`config.mk`:
```
export PLATFORM = sky130hd
export DESIGN_NAME = alu_seq
export DESIGN_NICKNAME = d
export VERILOG_FILES = /design/src/rtl/alu_pkg.sv /design/src/rtl/alu_shifter.sv /design/src/rtl/alu_seq.sv
export SDC_FILE = /design/constraint.sdc
export NUM_CORES = 1
export LEC_CHECK = 0
export CORE_MARGIN = 5
export CORE_UTILIZATION = 40
export DETAILED_ROUTE_END_ITERATION = 6
export GPL_TIMING_DRIVEN = 1
export PLACE_DENSITY_LB_ADDON = 0.3
export REMOVE_ABC_BUFFERS = 1
export SKIP_CTS_REPAIR_TIMING = 1
export SLEW_MARGIN = 5
export SYNTH_ARGS = -nofsm -noshare
export SYNTH_HDL_FRONTEND = slang
export SYNTH_SLANG_ARGS = --single-unit
export TNS_END_PERCENT = 10
```
`constraint.sdc`:
```
create_clock -name Clk -period 3.86 [get_ports Clk]
set_input_delay 0.772 -clock Clk [delete_from_list [all_inputs] [get_ports Clk]]
set_output_delay 0.772 -clock Clk [all_outputs]
set_load 0.02 [all_outputs]
```
`src/rtl/alu_pkg.sv`:
```
// alu_pkg: shared types for the sequential ALU (opcodes, FSM states, flags)
// and the flag-reduction helper used on the registered result.
package alu_pkg;

  // Widest result flags_f can reduce; the ALU width must not exceed this.
  localparam int unsigned FLAG_MAXW = 64;

  typedef enum logic [3:0] {
    OP_ADD  = 4'd0,
    OP_SUB  = 4'd1,
    OP_ADDI = 4'd2,
    OP_LB   = 4'd3,
    OP_SB   = 4'd4,
    OP_MOVR = 4'd5,
    OP_ADC  = 4'd6,
    OP_NOR  = 4'd7,
    OP_XOR  = 4'd8,
    OP_AND  = 4'd9,
    OP_OR   = 4'd10,
    OP_SLL  = 4'd11,
    OP_SRL  = 4'd12,
    OP_EQ   = 4'd13,
    OP_LT   = 4'd14,
    OP_RXOR = 4'd15
  } alu_op_e;

  typedef enum logic [1:0] {
    ST_IDLE  = 2'd0,
    ST_SHIFT = 2'd1,
    ST_HOLD  = 2'd2
  } alu_state_e;

  typedef struct packed {
    logic pari;
    logic one;
    logic zero;
  } alu_flags_t;

  // Reduces the low w bits of r; r is the zero-extended result.
  function automatic alu_flags_t flags_f(input logic [FLAG_MAXW-1:0] r, input int w);
    alu_flags_t f;
    f.pari = 1'b0;
    f.one  = 1'b1;
    f.zero = 1'b1;
    for (int i = 0; i < int'(FLAG_MAXW); i++) begin
      if (i < w) begin
        f.pari = f.pari ^ r[i];
        f.one  = f.one & r[i];
        f.zero = f.zero & ~r[i];
      end
    end
    return f;
  endfunction

endpackage

```
`src/rtl/alu_shifter.sv`:
```
// alu_shifter: SLL/SRL unit for alu_seq. Shift amount clamps to W.
// Build option: ALU_FAST_SHIFT_EN selects a single-cycle barrel shifter;
// otherwise one bit is shifted per cycle and a count register tracks progress.
// res/co/done describe the value that will be held after the current edge,
// so the caller can register the final result on the same edge it completes.
module alu_shifter #(
  parameter int W = 8
) (
`ifndef ALU_FAST_SHIFT_EN
  input  logic         Clk,
  input  logic         Reset_n,
  input  logic         start,
`endif
  input  logic         dir_left,
  input  logic [W-1:0] a,
  input  logic [W-1:0] amt,
  output logic [W-1:0] res,
  output logic         co,
  output logic         done
);

  localparam int SHW = $clog2(W) + 1;

  logic [SHW-1:0] k;

  // Effective shift count, clamped so that over-range amounts clear the result.
  always_comb k = (amt >= W'(W)) ? SHW'(W) : amt[SHW-1:0];

`ifdef ALU_FAST_SHIFT_EN

  logic [W:0] l_ext;
  logic [W:0] r_ext;

  // Barrel shift with one guard bit that catches the last bit shifted out.
  always_comb begin
    l_ext = {1'b0, a} << k;
    r_ext = {a, 1'b0} >> k;
    if (dir_left) {co, res} = l_ext;
    else          {res, co} = r_ext;
  end

  assign done = 1'b1;

`else

  logic [W-1:0]   work_q, work_d;
  logic [SHW-1:0] cnt_q, cnt_d;
  logic           co_q, co_d;
  logic           left_q, left_d;

  // Single-bit step; returns {bit shifted out, shifted value}.
  function automatic logic [W:0] step(input logic [W-1:0] v, input logic l);
    return l ? {v, 1'b0} : {v[0], 1'b0, v[W-1:1]};
  endfunction

  // First step happens on the start edge so a k-bit shift finishes after k edges.
  always_comb begin
    work_d = work_q;
    cnt_d  = cnt_q;
    co_d   = co_q;
    left_d = left_q;
    if (start) begin
      left_d = dir_left;
      if (k == '0) begin
        work_d = a;
        co_d   = 1'b0;
        cnt_d  = '0;
      end else begin
        {co_d, work_d} = step(a, dir_left);
        cnt_d          = k - SHW'(1);
      end
    end else if (cnt_q != '0) begin
      {co_d, work_d} = step(work_q, left_q);
      cnt_d          = cnt_q - SHW'(1);
    end
  end

  // Working register and remaining count; reset abandons any shift in progress.
  always_ff @(posedge Clk) begin
    if (!Reset_n) begin
      work_q <= '0;
      cnt_q  <= '0;
      co_q   <= 1'b0;
      left_q <= 1'b0;
    end else begin
      work_q <= work_d;
      cnt_q  <= cnt_d;
      co_q   <= co_d;
      left_q <= left_d;
    end
  end

  assign res  = work_d;
  assign co   = co_d;
  assign done = (cnt_d == '0);

`endif

endmodule

```
`src/rtl/alu_seq.sv`:
```
// alu_seq: valid/ready ALU between register-file read and write-back.
// Non-shift ops complete in one cycle; shifts go through alu_shifter.
// Build option: ALU_FAST_SHIFT_EN makes shifts single-cycle (SHIFT unused).
//
// state | meaning
// IDLE  | no operation in flight
// SHIFT | iterative shift in progress, input side stalled
// HOLD  | result and flags presented until the consumer takes them
module alu_seq
  import alu_pkg::*;
#(
  parameter int W = 8
) (
  input  logic         Clk,
  input  logic         Reset_n,
  input  logic         in_valid,
  output logic         in_ready,
  input  alu_op_e      alu_cmd,
  input  logic [W-1:0] inA,
  input  logic [W-1:0] inB,
  input  logic         sc_i,
  output logic         out_valid,
  input  logic         out_ready,
  output logic [W-1:0] rslt,
  output logic         sc_o,
  output logic         pari,
  output logic         one,
  output logic         zero
);

  alu_state_e   state_q, state_d, issue_state;
  logic         accept, is_shift, load_alu, load_sh;
  logic         sh_done, sh_co;
  logic [W-1:0] sh_res, alu_res, imm_mag;
  logic         alu_co;
  alu_flags_t   flags;

  assign accept   = in_valid && in_ready;
  assign is_shift = (alu_cmd == OP_SLL) || (alu_cmd == OP_SRL);
  assign imm_mag  = {1'b0, inB[W-2:0]};

`ifndef ALU_FAST_SHIFT_EN
  logic sh_start;
  assign sh_start = accept && is_shift;
`endif

  alu_shifter #(.W(W)) u_shifter (
`ifndef ALU_FAST_SHIFT_EN
    .Clk      (Clk),
    .Reset_n  (Reset_n),
    .start    (sh_start),
`endif
    .dir_left (alu_cmd == OP_SLL),
    .a        (inA),
    .amt      (inB),
    .res      (sh_res),
    .co       (sh_co),
    .done     (sh_done)
  );

  // Single-cycle datapath for every op except the shifts.
  always_comb begin
    alu_res = '0;
    alu_co  = 1'b0;
    case (alu_cmd)
      OP_ADD:  {alu_co, alu_res} = {1'b0, inA} + {1'b0, inB};
      OP_SUB:  {alu_co, alu_res} = {1'b0, inA} - {1'b0, inB};
      OP_ADDI: begin
        if (inB[W-1]) {alu_co, alu_res} = {1'b0, inA} - {1'b0, imm_mag};
        else          {alu_co, alu_res} = {1'b0, inA} + {1'b0, inB};
      end
      OP_LB, OP_SB: alu_res = inA;
      OP_MOVR: alu_res = inB;
      OP_ADC:  {alu_co, alu_res} = {1'b0, inA} + {1'b0, inB} + {{W{1'b0}}, sc_i};
      OP_NOR:  alu_res = ~(inA | inB);
      OP_XOR:  alu_res = inA ^ inB;
      OP_AND:  alu_res = inA & inB;
      OP_OR:   alu_res = inA | inB;
      OP_EQ:   alu_res = {{(W-1){1'b0}}, inA == inB};
      OP_LT:   alu_res = {{(W-1){1'b0}}, inA < inB};
      OP_RXOR: alu_res = {{(W-1){1'b0}}, ^inB};
      default: ;
    endcase
  end

  // A shift that finishes on its accept edge goes straight to HOLD.
  assign issue_state = (is_shift && !sh_done) ? ST_SHIFT : ST_HOLD;

  // State register.
  always_ff @(posedge Clk) begin
    if (!Reset_n) state_q <= ST_IDLE;
    else          state_q <= state_d;
  end

  // Next-state logic; retire and re-issue can share one cycle in HOLD.
  always_comb begin
    state_d = state_q;
    case (state_q)
      ST_IDLE:  if (accept) state_d = issue_state;
      ST_SHIFT: if (sh_done) state_d = ST_HOLD;
      ST_HOLD:  if (out_ready) state_d = accept ? issue_state : ST_IDLE;
      default:  state_d = ST_IDLE;
    endcase
  end

  // Handshake outputs.
  always_comb begin
    in_ready  = Reset_n && (state_q == ST_IDLE || (state_q == ST_HOLD && out_ready));
    out_valid = (state_q == ST_HOLD);
  end

  assign load_alu = accept && !is_shift;
  assign load_sh  = sh_done && ((accept && is_shift) || state_q == ST_SHIFT);

  // Result register only changes when a new result becomes final.
  always_ff @(posedge Clk) begin
    if (!Reset_n) begin
      rslt <= '0;
      sc_o <= 1'b0;
    end else if (load_alu) begin
      rslt <= alu_res;
      sc_o <= alu_co;
    end else if (load_sh) begin
      rslt <= sh_res;
      sc_o <= sh_co;
    end
  end

  assign flags = flags_f(FLAG_MAXW'(rslt), W);
  assign pari  = flags.pari;
  assign one   = flags.one;
  assign zero  = flags.zero;

endmodule

```
==> results.toml <==
[yosys]
yosys.area_share.simple_pct = 22.96
synth-compound-area-share_pct = 31.19
syn_inst = 478
syn_area_sq_um = 3635
synth_top_family_by_area = "compound AO/OA/AOI/OAI gates"
synthArstFlopShare_pct = 0
synth-seq-cells = 25
yosysWarnings = 0
syn_avg_cell_area_sq_um = 7.604
synth-adder-area-share_pct = 13.15
synth-edff-count = 0
synth_cell_types = 72
synth_xor_xnor_area_share_pct = 5.542
synth_ff_type = "dfxtp_1"
synth_mux_area_share_pct = 6.127
ys_seq_area_share_pct = 13.77

[power]
pwr-share-clk_pct = 10.4
switching_share_pct = 45.59
p_int_w = 0.0008173
power.leakage_nw = 1.735
seqPwrFrac_pct = 25.3
p_total_w = 0.001502
p_sw_w = 0.0006848
comb_power_share_pct = 64.3
irDropWorstVdd_mv = 0.2094
cellPowerDensity_nw_per_um2 = 349.4

[placed_design]
gp_congestion = 1.014
portBuffers = 38
dpl-instance-area_sq_um = 4254
hpwl_mm = 9.957

[critical_path]
critPathLaunchType = "input port"
reg2reg_from = "u_shifter.cnt_q[0]"
cp.required_ps = 4030
worstPathArrival_ps = 3660
cp-startpoint = "inA[0]"
crit_fanout = 4
endpoint_kind = "register"
worstSetupPathType = "input port to register"

[timing]
rsz0062_at_grt = "false"
slew_violations = 0
fin_setup_tns_ps = 0
max_freq_ghz = 0.2864
finalSetupViolCount = 0
skew_ps = 3.257
max_slew.worst_pin.slew_ps = 607.1
period_share_pct = 90.47
fin_crit_ps = 3492
hold_viol_final = 0
slew_headroom_pct = 59.53

[global_routing]
grt_busiest_layer = "met2"
grt_first_pass_wirelength_mm = 20.11
grtUsageMet1_pct = 29.91
use_met2_pct = 35.61
antenna_found_initial = 0
grt_pass1_vias = 3820
grt_overflow = 0
grt_max_degree = 33
grtUsageTotal_pct = 22.25
grtUsageMet3_pct = 3.973

[floorplan]
fp.dieH_um = 105.3
die_w_um = 105.3
fp.dieArea_sq_um = 11090
coreArea_sq_um = 8806
rows = 34
start_util_pct = 41.28
io_pins = 39

[clock_network]
clk_pin_slew_ps = 80
clockBufferDepth = 2
clock_latency_ps = 270
clock_sinks = 25
cts_made_buffers = 3
cts_root_buffer = "clkbuf_8"
htreeDepth = 1
cts_tree = "done"

[flow_run]
drv_cap = 0

[layout]
final_common_cell = "nand2_1"
fin_area_sq_um = 4299
mostFrequentLayoutCells = "39 x nand2_1, 38 x clkdlybuf4s50_1, 35 x ha_1"
drive_gt1_share_pct = 9.733
post-route-util_pct = 48.82
nets = 587
n_antenna_cell = 0
area_growth_pct = 18.28

[routing]
dr_total_vias = 3987
drt-total-wl_mm = 12.55
wire_per_inst_um = 19.85
ant_nets = 0
first_pass_iters = 5
drt-initial-drc-count = 415
avgViaCountPerCell = 6.309
drc = 0

[outcome]
outcome = "finished clean"

[worst_hold_path]
min_from = "sc_o"
hold_class = "register to register"
synthesized netlist by cell type (8+ instances only):
master | n | area share, %
o211ai_1 | 8 | 1.7
a221oi_1 | 11 | 2.7
a22oi_1 | 9 | 1.9
nor3_1 | 13 | 1.8
nor2_1 | 23 | 2.4
and2_1 | 10 | 1.7
o21ai_0 | 27 | 3.7
clkbuf_1 | 16 | 1.7
a31oi_1 | 11 | 1.9
dfxtp_1 | 25 | 14
ha_1 | 35 | 12
xnor2_1 | 16 | 3.9
mux2i_1 | 20 | 5.5
nand2_1 | 39 | 4.0
inv_1 | 34 | 3.5
nand3_1 | 11 | 1.5
a21oi_1 | 21 | 2.9
nor2b_1 | 13 | 2.2
final cells by class:
| type | instances | area (sq um) |
|---|---|---|
| Inverter | 34 | 127.6 |
| Multi-Input combinational cell | 391 | 2870 |
| Sequential cell | 25 | 500.5 |
| Tap cell | 108 | 135.1 |
| Timing Repair Buffer | 70 | 620.6 |
| Clock buffer | 4 | 45.04 |
| Fill cell | 889 | 4507 |
power groups by stage:
stage | logic [W] | clock network [W] | registers, W
after floorplan | 0.000618 | 0 | 0.000386
after global placement | 0.000934 | 0 | 0.000382
after detailed placement | 0.000953 | 0 | 0.000384
after CTS | 0.000956 | 0.000158 | 0.000379
after global routing | 0.00105 | 0.000169 | 0.000388
final | 0.000965 | 0.000157 | 0.000380
final timing paths:
check             endpoint  slack (ps)  depth (start not counted)
setup / recovery   rslt[7]         370                         11
hold / removal        sc_o         490                          2
setup reg to reg   rslt[7]        1100                          9
hold reg to reg       sc_o         490                          2
worst max-delay path, stage by stage:
cell	delay, ps
clkdlybuf4s50_1	480
ha_1	220
inv_1	80
fa_1	420
nor2b_1	190
o31a_1	200
xor2_1	300
nand4_1	170
o211a_1	230
or3_1	340
o221a_2	240
layer usage:
layer  routed length (um)  share of wire [%]  vias up
li1                     -                  -     1891
met1                 5456                 43     1866
met2                 5640                 45      194
met3                  992                7.9       36
met4                  458                3.7        0
met5                    0                  0        -
state kept, by name (all words and copies together) (netlist names):
name	flops
u_shifter.left_q	1
sc_o	1
u_shifter.work_q	8
u_shifter.co_q	1
rslt	8
u_shifter.cnt_q	4
state_q	2
metrics by stage:
stage,setup WS [ps],hold slack [ps],std cells
2_1_floorplan,871.4,517.7,450
3_3_place_gp,184.2,479.4,628
4_1_cts,404.3,496.6,632
5_1_grt,195.9,540.4,632
3_5_place_dp,127.4,483.3,628
6_report,368.0,492.2,632
cells by family after synthesis:
logic type | count (synthesis)
xor gates and xnor gates | 23
and+or+nand+nor | 156
AOI/OAI and AO/OA | 153
buffers and inverters | 62
muxes | 22
adders and majority gates | 37
DFF | 25
Power figures use the tool's default switching activity.
